--- src/rtl/wb_master_pkg.sv ---
// rtl/wb_master_pkg.sv - shared types and helpers for the Wishbone burst master
// Contents: state enum, slave-response priority encoding, beat address step.
package wb_master_pkg;

    typedef enum logic [1:0] {
        IDLE  = 2'd0,
        BUS   = 2'd1,
        DRAIN = 2'd2,
        RESP  = 2'd3
    } wb_state_e;

    // Larger encoding wins when a slave asserts several responses at once.
    typedef enum logic [1:0] {
        RSP_NONE = 2'd0,
        RSP_RTY  = 2'd1,
        RSP_ACK  = 2'd2,
        RSP_ERR  = 2'd3
    } wb_rsp_e;

    function automatic wb_rsp_e wb_resolve(input logic ack, input logic err, input logic rty);
        if (err) return RSP_ERR;
        if (ack) return RSP_ACK;
        if (rty) return RSP_RTY;
        return RSP_NONE;
    endfunction

    // Byte distance between consecutive beats of an incrementing burst.
    function automatic int unsigned beat_incr(input int unsigned data_w);
        return data_w / 8;
    endfunction

endpackage

--- src/rtl/wb_burst_master_if.sv ---
// rtl/wb_burst_master_if.sv - Wishbone B4 classic bus bundle with master/slave views
// Signals are named from the master's side (_o driven by master, _i driven by slave).
// Parameters: DATA_W data width, ADDR_W byte-address width, TAGSIZE tag width.
interface wb_burst_master_if #(
    parameter int DATA_W  = 32,
    parameter int ADDR_W  = 32,
    parameter int TAGSIZE = 2
);
    logic [DATA_W-1:0]   wb_dat_i;
    logic [TAGSIZE-1:0]  wb_tgd_i;
    logic [DATA_W-1:0]   wb_dat_o;
    logic [TAGSIZE-1:0]  wb_tgd_o;
    logic [ADDR_W-1:0]   wb_adr_o;
    logic [TAGSIZE-1:0]  wb_tga_o;
    logic [TAGSIZE-1:0]  wb_tgc_o;
    logic                wb_ack_i;
    logic                wb_err_i;
    logic                wb_rty_i;
    logic                wb_cyc_o;
    logic                wb_lock_o;
    logic [DATA_W/8-1:0] wb_sel_o;
    logic                wb_stb_o;
    logic                wb_we_o;
    logic                wb_gnt_i;

    modport master (
        input  wb_dat_i, wb_tgd_i, wb_ack_i, wb_err_i, wb_rty_i, wb_gnt_i,
        output wb_dat_o, wb_tgd_o, wb_adr_o, wb_tga_o, wb_tgc_o,
               wb_cyc_o, wb_lock_o, wb_sel_o, wb_stb_o, wb_we_o
    );

    modport slave (
        output wb_dat_i, wb_tgd_i, wb_ack_i, wb_err_i, wb_rty_i, wb_gnt_i,
        input  wb_dat_o, wb_tgd_o, wb_adr_o, wb_tga_o, wb_tgc_o,
               wb_cyc_o, wb_lock_o, wb_sel_o, wb_stb_o, wb_we_o
    );
endinterface

--- src/rtl/wb_burst_master.sv ---
// rtl/wb_burst_master.sv - Wishbone B4 classic master for single and incrementing bursts
// Ports: clk_i/rst_i (async, active-high); cmd_* command valid/ready port;
//        wdata_* write beat stream in; rdata_* read beat stream out (no backpressure);
//        rsp_valid_o/rsp_err_o one-cycle completion; wb master modport of wb_burst_master_if.
// Optional: define WB_MASTER_TIMEOUT_EN to abort a beat after TIMEOUT_CYC strobe cycles
//           without a slave response.
module wb_burst_master
    import wb_master_pkg::*;
#(
    parameter int DATA_W      = 32,
    parameter int ADDR_W      = 32,
    parameter int TAGSIZE     = 2,
    parameter int MAX_BURST   = 8,
    parameter int RETRY_MAX   = 3,
    parameter int TIMEOUT_CYC = 255
) (
    input  logic                         clk_i,
    input  logic                         rst_i,
    input  logic                         cmd_valid_i,
    output logic                         cmd_ready_o,
    input  logic [ADDR_W-1:0]            cmd_addr_i,
    input  logic                         cmd_we_i,
    input  logic [DATA_W/8-1:0]          cmd_sel_i,
    input  logic [$clog2(MAX_BURST)-1:0] cmd_len_i,
    input  logic [TAGSIZE-1:0]           cmd_tag_i,
    input  logic [DATA_W-1:0]            wdata_i,
    input  logic                         wdata_valid_i,
    output logic                         wdata_ready_o,
    output logic [DATA_W-1:0]            rdata_o,
    output logic                         rdata_valid_o,
    output logic                         rdata_last_o,
    output logic                         rsp_valid_o,
    output logic                         rsp_err_o,
    wb_burst_master_if.master            wb
);

    localparam int LEN_W = $clog2(MAX_BURST);
    localparam int SEL_W = DATA_W / 8;
    localparam int RET_W = $clog2(RETRY_MAX + 1);

    wb_state_e            state_q;
    logic [ADDR_W-1:0]    addr_q;
    logic                 we_q;
    logic [SEL_W-1:0]     sel_q;
    logic [LEN_W-1:0]     len_q;
    logic [TAGSIZE-1:0]   tag_q;
    logic [LEN_W-1:0]     beat_q;
    logic [RET_W-1:0]     retry_q;
    logic                 rty_gap_q;
    logic [DATA_W-1:0]    rdata_q;
    logic                 rdata_valid_q;
    logic                 rdata_last_q;
    logic                 rsp_err_q;

    logic    in_bus;
    logic    stb;
    logic    last_beat;
    wb_rsp_e rsp;

    assign in_bus    = (state_q == BUS);
    assign last_beat = (beat_q == len_q);
    // A retried beat sits out exactly one cycle before it is reissued.
    assign stb       = in_bus && !rty_gap_q && wb.wb_gnt_i && (!we_q || wdata_valid_i);

`ifdef WB_MASTER_TIMEOUT_EN
    localparam int TO_W = $clog2(TIMEOUT_CYC + 1);
    logic [TO_W-1:0] to_cnt_q;

    always_ff @(posedge clk_i or posedge rst_i) begin
        if (rst_i) begin
            to_cnt_q <= '0;
        end else if (!in_bus || rsp != RSP_NONE) begin
            to_cnt_q <= '0;
        end else if (stb) begin
            to_cnt_q <= to_cnt_q + 1'b1;
        end
    end
`endif

    // Slave responses only count while the master is strobing; retry
    // exhaustion and timeout both fold into the error path.
    always_comb begin
        rsp = stb ? wb_resolve(wb.wb_ack_i, wb.wb_err_i, wb.wb_rty_i) : RSP_NONE;
        if (rsp == RSP_RTY && retry_q == RET_W'(RETRY_MAX)) begin
            rsp = RSP_ERR;
        end
`ifdef WB_MASTER_TIMEOUT_EN
        if (stb && rsp == RSP_NONE && to_cnt_q == TO_W'(TIMEOUT_CYC)) begin
            rsp = RSP_ERR;
        end
`endif
    end

    always_ff @(posedge clk_i or posedge rst_i) begin
        if (rst_i) begin
            state_q       <= IDLE;
            addr_q        <= '0;
            we_q          <= 1'b0;
            sel_q         <= '0;
            len_q         <= '0;
            tag_q         <= '0;
            beat_q        <= '0;
            retry_q       <= '0;
            rty_gap_q     <= 1'b0;
            rdata_q       <= '0;
            rdata_valid_q <= 1'b0;
            rdata_last_q  <= 1'b0;
            rsp_err_q     <= 1'b0;
        end else begin
            rdata_valid_q <= 1'b0;
            rdata_last_q  <= 1'b0;
            rty_gap_q     <= 1'b0;
            case (state_q)
                IDLE: begin
                    if (cmd_valid_i) begin
                        addr_q  <= cmd_addr_i;
                        we_q    <= cmd_we_i;
                        sel_q   <= cmd_sel_i;
                        len_q   <= cmd_len_i;
                        tag_q   <= cmd_tag_i;
                        beat_q  <= '0;
                        retry_q <= '0;
                        state_q <= BUS;
                    end
                end
                BUS: begin
                    case (rsp)
                        RSP_ACK: begin
                            addr_q  <= addr_q + ADDR_W'(beat_incr(DATA_W));
                            beat_q  <= beat_q + 1'b1;
                            retry_q <= '0;
                            if (!we_q) begin
                                rdata_q       <= wb.wb_dat_i;
                                rdata_valid_q <= 1'b1;
                                rdata_last_q  <= last_beat;
                            end
                            if (last_beat) begin
                                rsp_err_q <= 1'b0;
                                state_q   <= RESP;
                            end
                        end
                        RSP_ERR: begin
                            retry_q <= '0;
                            // The failing write beat was consumed; the rest
                            // of the burst still has to be pulled and dropped.
                            if (we_q && !last_beat) begin
                                beat_q  <= beat_q + 1'b1;
                                state_q <= DRAIN;
                            end else begin
                                rsp_err_q <= 1'b1;
                                state_q   <= RESP;
                            end
                        end
                        RSP_RTY: begin
                            retry_q   <= retry_q + 1'b1;
                            rty_gap_q <= 1'b1;
                        end
                        default: ;
                    endcase
                end
                DRAIN: begin
                    if (wdata_valid_i) begin
                        if (last_beat) begin
                            rsp_err_q <= 1'b1;
                            state_q   <= RESP;
                        end else begin
                            beat_q <= beat_q + 1'b1;
                        end
                    end
                end
                RESP: begin
                    state_q <= IDLE;
                end
                default: state_q <= IDLE;
            endcase
        end
    end

    assign cmd_ready_o   = (state_q == IDLE);
    assign wdata_ready_o = (state_q == DRAIN) ||
                           (in_bus && we_q && (rsp == RSP_ACK || rsp == RSP_ERR));
    assign rdata_o       = rdata_q;
    assign rdata_valid_o = rdata_valid_q;
    assign rdata_last_o  = rdata_last_q;
    assign rsp_valid_o   = (state_q == RESP);
    assign rsp_err_o     = (state_q == RESP) && rsp_err_q;

    assign wb.wb_cyc_o  = in_bus;
    assign wb.wb_lock_o = in_bus;
    assign wb.wb_stb_o  = stb;
    assign wb.wb_we_o   = in_bus && we_q;
    assign wb.wb_adr_o  = in_bus ? addr_q : '0;
    assign wb.wb_sel_o  = in_bus ? sel_q : '0;
    assign wb.wb_tga_o  = in_bus ? tag_q : '0;
    assign wb.wb_tgc_o  = in_bus ? tag_q : '0;
    assign wb.wb_dat_o  = (in_bus && we_q) ? wdata_i : '0;
    assign wb.wb_tgd_o  = '0;

    logic unused_ok;
    assign unused_ok = (^wb.wb_tgd_i) ^ TIMEOUT_CYC[0];

endmodule

--- src/flat_wrapper.sv ---
// flat-port wrapper written by rule: the top's interface ports become plain ports
module wb_burst_master_flat import wb_master_pkg::*;
#(
    parameter int DATA_W      = 32,
    parameter int ADDR_W      = 32,
    parameter int TAGSIZE     = 2,
    parameter int MAX_BURST   = 8,
    parameter int RETRY_MAX   = 3,
    parameter int TIMEOUT_CYC = 255
)
  (clk_i, rst_i, cmd_valid_i, cmd_ready_o, cmd_addr_i, cmd_we_i, cmd_sel_i, cmd_len_i, cmd_tag_i, wdata_i, wdata_valid_i, wdata_ready_o, rdata_o, rdata_valid_o, rdata_last_o, rsp_valid_o, rsp_err_o, wb_wb_dat_i, wb_wb_tgd_i, wb_wb_ack_i, wb_wb_err_i, wb_wb_rty_i, wb_wb_gnt_i, wb_wb_dat_o, wb_wb_tgd_o, wb_wb_adr_o, wb_wb_tga_o, wb_wb_tgc_o, wb_wb_cyc_o, wb_wb_lock_o, wb_wb_sel_o, wb_wb_stb_o, wb_wb_we_o);
  wb_burst_master_if #(.DATA_W(DATA_W), .ADDR_W(ADDR_W), .TAGSIZE(TAGSIZE)) wb_i ();
  input  logic clk_i;
  input  logic rst_i;
  input  logic cmd_valid_i;
  output logic cmd_ready_o;
  input  logic [ADDR_W-1:0] cmd_addr_i;
  input  logic cmd_we_i;
  input  logic [DATA_W/8-1:0] cmd_sel_i;
  input  logic [$clog2(MAX_BURST)-1:0] cmd_len_i;
  input  logic [TAGSIZE-1:0] cmd_tag_i;
  input  logic [DATA_W-1:0] wdata_i;
  input  logic wdata_valid_i;
  output logic wdata_ready_o;
  output logic [DATA_W-1:0] rdata_o;
  output logic rdata_valid_o;
  output logic rdata_last_o;
  output logic rsp_valid_o;
  output logic rsp_err_o;
  input wire logic [$bits(wb_i.wb_dat_i)-1:0] wb_wb_dat_i;
  input wire logic [$bits(wb_i.wb_tgd_i)-1:0] wb_wb_tgd_i;
  input wire logic [$bits(wb_i.wb_ack_i)-1:0] wb_wb_ack_i;
  input wire logic [$bits(wb_i.wb_err_i)-1:0] wb_wb_err_i;
  input wire logic [$bits(wb_i.wb_rty_i)-1:0] wb_wb_rty_i;
  input wire logic [$bits(wb_i.wb_gnt_i)-1:0] wb_wb_gnt_i;
  output wire logic [$bits(wb_i.wb_dat_o)-1:0] wb_wb_dat_o;
  output wire logic [$bits(wb_i.wb_tgd_o)-1:0] wb_wb_tgd_o;
  output wire logic [$bits(wb_i.wb_adr_o)-1:0] wb_wb_adr_o;
  output wire logic [$bits(wb_i.wb_tga_o)-1:0] wb_wb_tga_o;
  output wire logic [$bits(wb_i.wb_tgc_o)-1:0] wb_wb_tgc_o;
  output wire logic [$bits(wb_i.wb_cyc_o)-1:0] wb_wb_cyc_o;
  output wire logic [$bits(wb_i.wb_lock_o)-1:0] wb_wb_lock_o;
  output wire logic [$bits(wb_i.wb_sel_o)-1:0] wb_wb_sel_o;
  output wire logic [$bits(wb_i.wb_stb_o)-1:0] wb_wb_stb_o;
  output wire logic [$bits(wb_i.wb_we_o)-1:0] wb_wb_we_o;
  assign wb_i.wb_dat_i = wb_wb_dat_i;
  assign wb_i.wb_tgd_i = wb_wb_tgd_i;
  assign wb_i.wb_ack_i = wb_wb_ack_i;
  assign wb_i.wb_err_i = wb_wb_err_i;
  assign wb_i.wb_rty_i = wb_wb_rty_i;
  assign wb_i.wb_gnt_i = wb_wb_gnt_i;
  assign wb_wb_dat_o = wb_i.wb_dat_o;
  assign wb_wb_tgd_o = wb_i.wb_tgd_o;
  assign wb_wb_adr_o = wb_i.wb_adr_o;
  assign wb_wb_tga_o = wb_i.wb_tga_o;
  assign wb_wb_tgc_o = wb_i.wb_tgc_o;
  assign wb_wb_cyc_o = wb_i.wb_cyc_o;
  assign wb_wb_lock_o = wb_i.wb_lock_o;
  assign wb_wb_sel_o = wb_i.wb_sel_o;
  assign wb_wb_stb_o = wb_i.wb_stb_o;
  assign wb_wb_we_o = wb_i.wb_we_o;
  wb_burst_master #(.DATA_W(DATA_W), .ADDR_W(ADDR_W), .TAGSIZE(TAGSIZE), .MAX_BURST(MAX_BURST), .RETRY_MAX(RETRY_MAX), .TIMEOUT_CYC(TIMEOUT_CYC)) u_core (.clk_i(clk_i), .rst_i(rst_i), .cmd_valid_i(cmd_valid_i), .cmd_ready_o(cmd_ready_o), .cmd_addr_i(cmd_addr_i), .cmd_we_i(cmd_we_i), .cmd_sel_i(cmd_sel_i), .cmd_len_i(cmd_len_i), .cmd_tag_i(cmd_tag_i), .wdata_i(wdata_i), .wdata_valid_i(wdata_valid_i), .wdata_ready_o(wdata_ready_o), .rdata_o(rdata_o), .rdata_valid_o(rdata_valid_o), .rdata_last_o(rdata_last_o), .rsp_valid_o(rsp_valid_o), .rsp_err_o(rsp_err_o), .wb(wb_i));
endmodule
--- config.mk ---
export PLATFORM = sky130hd
export DESIGN_NAME = wb_burst_master_flat
export DESIGN_NICKNAME = d
export VERILOG_FILES = /design/src/rtl/wb_master_pkg.sv /design/src/rtl/wb_burst_master_if.sv /design/src/rtl/wb_burst_master.sv /design/src/flat_wrapper.sv
export SDC_FILE = /design/constraint.sdc
export NUM_CORES = 1
export LEC_CHECK = 0
export CORE_AREA = 2 2 119 109
export CTS_BUF_LIST = sky130_fd_sc_hd__clkbuf_4
export DETAILED_ROUTE_END_ITERATION = 12
export DIE_AREA = 0 0 121 111
export PLACE_DENSITY_LB_ADDON = 0.15
export SYNTH_ARGS = -nofsm -noshare
export SYNTH_HDL_FRONTEND = slang
export SYNTH_SLANG_ARGS = --single-unit
export TNS_END_PERCENT = 10
--- constraint.sdc ---
create_clock -name clk_i -period 6.5 [get_ports clk_i]
set_input_delay 1.625 -clock clk_i [delete_from_list [all_inputs] [get_ports clk_i]]
set_output_delay 1.625 -clock clk_i [all_outputs]
set_load 0.005 [all_outputs]
==> out/results.tsv, run 1 <==
stage	metric	value	unit
outcome	status	completed	
final_layout	fill_cells	1083	
place	portBuffers	227	
cts	ctsHoldBuffers	0	
pwr	power	3.43	mW
floorplan	ios	232	
timing	rsz0062_at_grt	false	
cts	cts_sinks	85	
logic_synthesis	async_flop_share	100	%
cts	cts_buffer_depth	2	
worst_hold_path	hp-class	flip-flop to flip-flop	
cts	cts_resized	0	
cts	clk_pin_slew_worst_paths	150	ps
timing	fin_crit	4930	ps
cts	cts_buffers	9	
timing	fin_ws	1570	ps
logic_synthesis	synth_top_area_share	43.4	%
final_layout	syn_to_final_growth	50.9	%
timing	finalHoldWorstSlack	518	ps
floorplan	initial_core_util	39.7	%
worst_setup_path	r2r_cells	9	
logic_synthesis	yosysUniqueCellTypes	62	
logic_synthesis	synth.most_common_cell	dfrtp_1	
floorplan	die_h	111	um
logic_synthesis	yosys_warnings	0	
timing	slew_headroom	26.5	%
logic_synthesis	synth_top_area_cell	dfrtp_1	
pwr	sequentialPowerShare	29.0	%
final_layout	fin_util	60.0	%
cts	h-tree-depth	3	
global_route	antenna_found_initial	0	
worst_setup_path	worstSetupPathType	primary input to output pin	
pwr	clkPwrFrac	8.1	%
logic_synthesis	synth_edf_count	0	
worst_setup_path	r2r-start	u_core.state_q[1]	
worst_setup_path	crit_path_end_kind	output pin	
logic_synthesis	synth_seq_cells	85	
pwr	vdd_ir_drop_max	0.000269	V
worst_setup_path	path_cells	clkdlybuf4s50_1, a211o_1, nand3_2, o31ai_1, clkdlybuf4s50_1	
cts	clk_latency	440	ps
worst_hold_path	hold_path_startpoint	u_core.beat_q[2]	
global_route	grt_max_degree	86	
worst_setup_path	cp_slowest_stage_delay	610	ps
global_route	grt_pass1_wl	24.0	mm
worst_setup_path	worst-path-buf-inv	2	
timing	fin_crit_sh	75.8	%
logic_synthesis	netlist_area	4910	um^2
pwr	p_int	2.04	mW
worst_setup_path	crit_top_cell	clkdlybuf4s50_1	
logic_synthesis	synthCells	504	
logic_synthesis	ys_top_cells_by_count	dfrtp_1, mux2_2, and3_1, nand2_1, a21oi_1	
timing	fmaxAchievable	0.203	GHz
worst_setup_path	r2r-end	u_core.addr_q[23]	
floorplan	die_w	121	um
final_layout	ff_latch_area	2130	um^2
route	drc	0	
final_layout	antennaDiodeCount	0	
route	antenna_left	0	
pwr	p_switching	1.39	mW
floorplan	coreArea	12300	um^2
timing	worst_slew_pin_slew	1100	ps
logic_synthesis	synth_ff_type	dfrtp_1	
run	drv_cap	0	
timing	setup-violations-final	0	
final_layout	multi_input_comb_area	2540	um^2
pwr	p_comb_share	62.9	%
place	dp_slack	1600	ps
place	dp_hpwl	10.5	mm
worst_setup_path	required	4880	ps
worst_hold_path	min_to	u_core.beat_q[2]	
worst_setup_path	path_delay_family	buffers and inverters	
cts	clockRootBuffer	clkbuf_4	
worst_setup_path	start_kind	primary input	
floorplan	rows	39	
logic_synthesis	syn_avg_cell_area	9.73	um^2
final_layout	drive_gt1_share	11.6	%
route	vias_per_cell	5.32	
floorplan	dieArea	13400	um^2
worst_hold_path	whs_path_depth	1	
place	place_congestion	0.872	
route	wire_per_inst	16.7	um
pwr	p_leak	3.14	nW
worst_setup_path	cp_max_fo	7	
logic_synthesis	synthTopCellsByArea	dfrtp_1, mux2_2, and3_1, and2_1, a21oi_1	
cts	cts_setup_buffers	0	
worst_setup_path	slowest_stage	clkdlybuf4s50_1	
pwr	swShare	40.6	%
global_route	gr-total-overflow	0	
pwr	p_per_area	463	nW/um^2
worst_setup_path	critical_path_arrival	3310	ps
final_layout	nets	837	
timing	fin_setup_tns	0	ps
route	vias	4691	
timing	skew	17.8	ps
cts	cts_tree	yes	
route	wl	14.7	mm
timing	maxSlewViolCount	0	
timing	final_hold_viol_count	0	
route	drtIter0Drc	265	
global_route	grt_pass1_vias	4760	
worst_setup_path	reg2reg_slack	3020	ps
global_route	grt_util_all_layers	22.0	%
route	first_pass_iters	5	
logic_synthesis	ys_seq_area_share	43.4	%
metrics by stage:
| stage | area [um^2] | cells |
|---|---|---|
| 6_report | 7400 | 881 |
| 5_1_grt | 7400 | 881 |
| 4_1_cts | 7400 | 881 |
| 3_5_place_dp | 7280 | 865 |
| 3_3_place_gp | 7280 | 865 |
| 2_1_floorplan | 4910 | 505 |
sequential cells by signal, summed over array words and instances, names as in the netlist:
name,cells
u_core.addr_q,32
u_core.rdata_o,32
u_core.sel_q,4
u_core.beat_q,3
u_core.len_q,3
u_core.retry_q,2
u_core.state_q,2
u_core.tag_q,2
u_core.rdata_last_o,1
u_core.rdata_valid_o,1
u_core.rsp_err_q,1
u_core.rty_gap_q,1
u_core.we_q,1
cells in the final DEF (no fill, tap or decap), drive strengths merged, types with 7 or more instances in the layout:
| master | instances |
|---|---|
| clkdlybuf4s50 | 227 |
| nor3 | 7 |
| a2bb2oi | 12 |
| nor2 | 17 |
| ha | 9 |
| nand2 | 33 |
| nand4 | 9 |
| o21ai | 22 |
| mux2 | 43 |
| clkbuf | 9 |
| dfrtp | 85 |
| a21oi | 33 |
| nand3 | 14 |
| o22ai | 16 |
| and3 | 40 |
| and2 | 29 |
| inv | 26 |
layout make-up:
type / instances / area share [%]
clock buffers: 9 / 0.912
flip-flops and latches: 85 / 28.7
repair buffers: 232 / 31.2
well taps: 164 / 2.77
inverters: 27 / 1.39
clock inverters: 7 / 0.710
multi-input cells: 357 / 34.3
worst max-delay path by stage:
stage / from / slack [ps] / endpoint / depth (start not counted)
finish: wb_wb_err_i / 1570 / wdata_ready_o / 5
global route: wb_wb_err_i / 1440 / wdata_ready_o / 5
CTS: wb_wb_err_i / 1570 / wdata_ready_o / 5
detailed placement: wb_wb_err_i / 1600 / wdata_ready_o / 5
global placement: wb_wb_err_i / 1630 / wdata_ready_o / 5
floorplan: rst_i / 2680 / u_core.addr_q[0] / 1
metal layers:
metal / global-route usage, % / wire length [um] / vias up
li1: - / - / 2242
met1: 29.0 / 6190 / 2285
met2: 36.3 / 7290 / 150
met3: 6.17 / 1070 / 14
met4: 4.50 / 133 / 0
met5: 0 / 0 / -
power groups by stage:
stage	Clock, mW	Combinational (mW)	Sequential, mW
3_5_place_dp	0	2.16	1.00
3_3_place_gp	0	2.10	0.985
2_1_floorplan	0	1.21	0.941
5_1_grt	0.308	2.36	1.04
4_1_cts	0.291	2.17	0.993
6_report	0.277	2.15	0.995
cell families (layout without fill, tap and decap cells):
group / Yosys count / count (layout) / synth area share, %
AO/OA/AOI/OAI: 125 / 125 / 17.4
XOR/XNOR: 3 / 3 / 0.536
adder cells (fa/ha/maj): 9 / 9 / 2.30
buffers and inverters: 63 / 275 / 5.33
flip-flops: 85 / 85 / 43.4
multiplexers: 47 / 47 / 10.8
other: 1 / 2 / 0.0764
AND/OR/NAND/NOR: 171 / 171 / 20.3
Power figures use the tool's default switching activity.
==> run 2, diff against run 1 <==
--- a/config.mk
+++ b/config.mk
@@ -5,10 +5,10 @@
 export SDC_FILE = /design/constraint.sdc
 export NUM_CORES = 1
 export LEC_CHECK = 0
-export CORE_AREA = 2 2 119 109
+export CORE_AREA = 2 2 122 112
 export CTS_BUF_LIST = sky130_fd_sc_hd__clkbuf_4
 export DETAILED_ROUTE_END_ITERATION = 12
-export DIE_AREA = 0 0 121 111
+export DIE_AREA = 0 0 124 114
 export PLACE_DENSITY_LB_ADDON = 0.15
 export SYNTH_ARGS = -nofsm -noshare
 export SYNTH_HDL_FRONTEND = slang
==> constraint.sdc (replaced) <==
create_clock -name clk_i -period 4.5 [get_ports clk_i]
set_input_delay 1.125 -clock clk_i [delete_from_list [all_inputs] [get_ports clk_i]]
set_output_delay 1.125 -clock clk_i [all_outputs]
set_load 0.005 [all_outputs]
==> run 2 against run 1 <==
- power rose by 48%
- core utilization fell by 2.4 points
- clock power rose by 97%
- largest power group unchanged
- flip-flop and latch count did not move
- via count fell by 0.64%
- worst hold slack got worse by 6.1 ps
- clock-buffer cell count did not move
- combinational power rose by 44%
- worst setup slack got worse by 1200 ps
- global-route usage fell by 1.6 points
- sequential share of layout area fell by 0.31 points
==> out/results.tsv, run 2 (synthesis gave the netlist of run 1 again) <==
stage	metric	value	unit
outcome	status	completed	
floorplan	dieArea	14100	um^2
route	wl	14.5	mm
cts	cts_setup_buffers	0	
cts	cts_resized	0	
worst_setup_path	required	3380	ps
timing	fin_setup_tns	0	ps
final_layout	layout_common_cells	clkdlybuf4s50_1, dfrtp_1, mux2_2, and3_1, nand2_1	
pwr	p_leak	3.18	nW
route	drtIter0Drc	362	
timing	maxSlewViolCount	0	
worst_setup_path	slowest_stage	buf_4	
worst_setup_path	cp_max_fo	73	
worst_setup_path	crit_start	u_core.state_q[1]	
timing	setup-violations-final	0	
pwr	clkPwrFrac	10.7	%
floorplan	die_w	124	um
floorplan	rows	40	
final_layout	antennaDiodeCount	0	
final_layout	fill_cells	1149	
final_layout	drive_gt1_share	11.5	%
run	drv_cap	0	
route	first_pass_iters	5	
place	dp_hpwl	10.6	mm
cts	cts_buffers	9	
route	vias_per_cell	5.25	
timing	final_hold_viol_count	0	
global_route	grt_pass1_wl	22.9	mm
pwr	vdd_ir_drop_max	0.000322	V
worst_setup_path	critical_path_arrival	3040	ps
pwr	sequentialPowerShare	28.3	%
pwr	p_comb_share	61.0	%
cts	clockRootBuffer	clkbuf_4	
final_layout	syn_to_final_growth	52.6	%
timing	skew	14.4	ps
floorplan	die_h	114	um
timing	fin_crit_sh	92.6	%
floorplan	ios	232	
floorplan	coreArea	13000	um^2
cts	cts_buffer_depth	2	
worst_setup_path	critPathCapture	wb_wb_dat_o[11]	
worst_setup_path	reg2reg_slack	1570	ps
route	vias	4661	
cts	ctsHoldBuffers	0	
route	wire_per_inst	16.4	um
floorplan	initial_core_util	37.7	%
cts	cts_sinks	85	
timing	finalHoldWorstSlack	512	ps
global_route	grt_pass1_vias	4436	
cts	clk_pin_slew_worst_paths	130	ps
place	portBuffers	227	
timing	rsz0062_at_grt	false	
final_layout	layout.cells.most_common	clkdlybuf4s50_1	
global_route	grt_util_all_layers	20.4	%
pwr	swShare	38.8	%
cts	cts_tree	yes	
worst_hold_path	hp-class	flip-flop to flip-flop	
worst_setup_path	r2r_cells	7	
cts	h-tree-depth	3	
worst_setup_path	worstSetupPathType	flip-flop to output pin	
final_layout	fin_util	57.5	%
worst_setup_path	start_kind	flip-flop	
global_route	gr-total-overflow	0	
timing	slew_headroom	29.1	%
pwr	power	5.09	mW
final_layout	nets	839	
cts	clk_latency	440	ps
worst_setup_path	r2r-end	u_core.addr_q[31]	
route	drc	0	
worst_setup_path	path_cells	inv_1, ha_4, buf_4, and3_1, clkdlybuf4s50_1	
worst_setup_path	crit_path_end_kind	output pin	
global_route	antenna_found_initial	0	
timing	worst_slew_pin_slew	1060	ps
place	place_congestion	0.856	
pwr	p_switching	1.97	mW
timing	fin_crit	4170	ps
global_route	grt_max_degree	74	
worst_setup_path	r2r-start	u_core.state_q[1]	
pwr	p_int	3.12	mW
worst_setup_path	cp_slowest_stage_delay	600	ps
pwr	p_per_area	680	nW/um^2
timing	fmaxAchievable	0.240	GHz
route	antenna_left	0	
==> run 2: cell types whose count changed in the layout (fill, tap and decap cells not counted), sizes merged <==
cell	before	now
clkinvlp	4	1
bufinv	0	3
buf	5	7
==> run 2: layout make-up <==
| class | count | area (um^2) | area share [%] |
|---|---|---|---|
| Timing Repair Buffer | 234 | 2320 | 31.1 |
| Multi-Input combinational cell | 357 | 2540 | 33.9 |
| Clock buffer | 9 | 67.6 | 0.903 |
| Tap cell | 168 | 210 | 2.81 |
| Clock inverter | 7 | 114 | 1.52 |
| Sequential cell | 85 | 2130 | 28.4 |
| Inverter | 27 | 103 | 1.37 |
==> run 2: power groups by stage <==
stage	clock network, mW	registers, mW	logic (mW)
after floorplan	0	1.36	1.75
after global placement	0	1.43	3.05
after detailed placement	0	1.45	3.10
after CTS	0.566	1.44	3.12
after global routing	0.601	1.51	3.40
final	0.545	1.44	3.10
==> run 2: routing by layer <==
metal  GRT usage (%)  part of all wire [%]
met2            32.5                    49
met3            5.70                   5.8
met4            3.45                  0.58
met5               0                     0
met1            28.4                    44
==> run 2: worst min-delay path by stage <==
stage | startpoint | endpoint | cells past startpoint | slack [ps]
2_1_floorplan | u_core.addr_q[0] | u_core.addr_q[0] | 2 | 460
3_3_place_gp | u_core.sel_q[0] | u_core.sel_q[0] | 1 | 480
3_5_place_dp | u_core.sel_q[0] | u_core.sel_q[0] | 1 | 490
4_1_cts | u_core.sel_q[0] | u_core.sel_q[0] | 1 | 520
5_1_grt | u_core.addr_q[1] | u_core.addr_q[1] | 2 | 540
6_report | u_core.sel_q[0] | u_core.sel_q[0] | 1 | 510
==> run 2: stage by stage <==
stage | std cells | worst slack (ps) | instance area (um^2)
5_1_grt | 887 | 131 | 7490
3_5_place_dp | 871 | 608 | 7300
4_1_cts | 887 | 311 | 7490
6_report | 887 | 332 | 7490
3_3_place_gp | 871 | 615 | 7300
2_1_floorplan | 505 | 1180 | 4910
==> run 2: worst max-delay path, delay by kind of cell (launching register included) <==
kind | cells | cell delay, ps
adders and majority gates | 1 | 560
and+or+nand+nor | 1 | 280
buffers and inverters | 3 | 1280
DFF | 1 | 470
==> run 3, diff against run 2 <==
==> constraint.sdc (replaced) <==
create_clock -name clk_i -period 4.5 [get_ports clk_i]
set_input_delay 1.125 -clock clk_i [delete_from_list [all_inputs] [get_ports clk_i]]
set_output_delay 1.125 -clock clk_i [all_outputs]
set_load 0.05 [all_outputs]
==> run 3 against run 2 <==
- worst setup slack lost 46 ps
- largest power group unchanged
- clock-buffer cell count did not move
- via count barely moved
- core utilization decreased by 0.26 points
- final area fell by 0.45%
- wire length is essentially flat
- critical path depth is the same
- global-route usage up 0.21 points
- highest routed layer unchanged
- cell count increased by 0.23%
- fmax down 1.1%
- flip-flop and latch count unchanged
==> out/results.tsv, run 3 (synthesis gave the netlist of run 1 again) <==
stage	metric	value	unit
outcome	status	completed	
pwr	p_int	2.98	mW
run	drv_cap	0	
final_layout	syn_to_final_growth	51.9	%
final_layout	layout_common_cells	clkdlybuf4s50_1, dfrtp_1, mux2_2, and3_1, nand2_1	
worst_setup_path	path_delay_family	buffers and inverters	
worst_setup_path	critical_path_arrival	3090	ps
place	dp_slack	786	ps
floorplan	ios	232	
timing	fin_crit	4210	ps
final_layout	fin_util	57.3	%
worst_setup_path	cp_slowest_stage_delay	840	ps
global_route	grt_max_degree	84	
floorplan	rows	40	
pwr	p_switching	3.67	mW
cts	clk_latency	470	ps
pwr	p_comb_share	72.1	%
global_route	gr-total-overflow	0	
timing	fin_setup_tns	0	ps
route	first_pass_iters	5	
pwr	sequentialPowerShare	21.6	%
timing	setup-violations-final	0	
route	drtIter0Drc	320	
pwr	vdd_ir_drop_max	0.000459	V
timing	slew_headroom	31.4	%
worst_setup_path	r2r-start	u_core.state_q[1]	
floorplan	die_h	114	um
cts	ctsHoldBuffers	0	
route	vias_per_cell	5.25	
cts	clockRootBuffer	clkbuf_4	
final_layout	fill_cells	1179	
cts	cts_sinks	85	
global_route	grt_pass1_wl	23.0	mm
timing	fin_crit_sh	93.6	%
worst_hold_path	hp-class	flip-flop to flip-flop	
global_route	grt_pass1_vias	4506	
worst_setup_path	cp_max_fo	83	
cts	cts_setup_buffers	0	
worst_setup_path	required	3380	ps
route	wl	14.5	mm
final_layout	layout.cells.most_common	clkdlybuf4s50_1	
worst_setup_path	worst-path-buf-inv	3	
timing	final_hold_viol_count	0	
cts	cts_tree	yes	
final_layout	antennaDiodeCount	0	
place	dp_hpwl	10.9	mm
final_layout	post-route-cell-area	7450	um^2
pwr	clkPwrFrac	6.2	%
worst_setup_path	crit_path_end_kind	output pin	
place	place_area	7330	um^2
timing	worst_slew_pin_slew	1030	ps
cts	h-tree-depth	3	
cts	cts_buffer_depth	2	
route	wire_per_inst	16.3	um
worst_setup_path	slowest_stage	clkdlybuf4s50_1	
route	antenna_left	0	
worst_hold_path	min_to	u_core.sel_q[2]	
timing	skew	15.0	ps
pwr	swShare	55.1	%
worst_setup_path	start_kind	flip-flop	
final_layout	nets	841	
worst_setup_path	worstSetupPathType	flip-flop to output pin	
timing	fin_ws	286	ps
floorplan	coreArea	13000	um^2
global_route	antenna_found_initial	0	
floorplan	initial_core_util	37.7	%
place	place_congestion	0.892	
worst_setup_path	r2r-end	u_core.addr_q[25]	
timing	maxSlewViolCount	0	
cts	cts_buffers	9	
worst_hold_path	whs_path_depth	1	
worst_setup_path	r2r_cells	9	
pwr	p_per_area	893	nW/um^2
global_route	grt_util_all_layers	20.7	%
cts	cts_resized	0	
worst_setup_path	reg2reg_slack	1260	ps
worst_setup_path	path_cells	inv_1, ha_4, buf_12, and2_1, clkdlybuf4s50_1	
route	drc	0	
final_layout	drive_gt1_share	12.2	%
timing	fmaxAchievable	0.237	GHz
worst_hold_path	hold_path_startpoint	u_core.sel_q[2]	
place	portBuffers	227	
floorplan	dieArea	14100	um^2
timing	rsz0062_at_grt	false	
floorplan	die_w	124	um
route	vias	4665	
pwr	power	6.65	mW
cts	clk_pin_slew_worst_paths	140	ps
pwr	p_leak	3.18	nW
-- run 3: cell count changes in the layout (fill, tap and decap cells not counted) --
| cell | previous run | this run |
|---|---|---|
| buf_12 | 0 | 1 |
| buf_4 | 7 | 10 |
| bufinv_16 | 3 | 0 |
| clkdlybuf4s50_1 | 227 | 225 |
| clkinv_1 | 2 | 1 |
| inv_6 | 0 | 3 |
| inv_8 | 0 | 1 |
-- run 3: layout make-up --
class | instances | area [um^2] | area share, %
clock buffers | 9 | 67.6 | 0.907
inverters | 27 | 103 | 1.38
flip-flops and latches | 85 | 2130 | 28.5
repair buffers | 236 | 2350 | 31.5
multi-input cells | 357 | 2540 | 34.1
well taps | 168 | 210 | 2.82
clock inverters | 7 | 57.6 | 0.772
-- run 3: how the worst max path moves through the flow --
stage / endpoint / cells after the start / startpoint
floorplan: wdata_ready_o / 5 / u_core.state_q[1]
global placement: wb_wb_dat_o[11] / 3 / wdata_i[11]
detailed placement: wb_wb_adr_o[13] / 5 / u_core.state_q[1]
CTS: wb_wb_adr_o[13] / 5 / u_core.state_q[1]
global route: wb_wb_we_o / 5 / u_core.state_q[1]
finish: wb_wb_adr_o[30] / 5 / u_core.state_q[1]
-- run 3: metal layers --
metal  track usage (%)  vias up  share of wire, %
met5                 0        -                 0
met4              4.72        0               1.2
met3              5.15       20               5.6
met2              33.4      160                50
met1              28.0     2229                43
li1                  -     2256                 -
-- run 3: power groups by stage --
stage | combinational (mW) | sequential [mW] | clock (mW)
floorplan | 2.94 | 1.83 | 0
global placement | 4.75 | 1.42 | 0
detailed placement | 4.81 | 1.45 | 0
CTS | 4.82 | 1.43 | 0.438
global route | 5.09 | 1.50 | 0.471
finish | 4.80 | 1.44 | 0.415
-- run 3: stage by stage --
stage               hold slack, ps  instances
finish                         520        889
global route                   542        889
CTS                            526        889
detailed placement             491        873
global placement               480        873
floorplan                      463        505
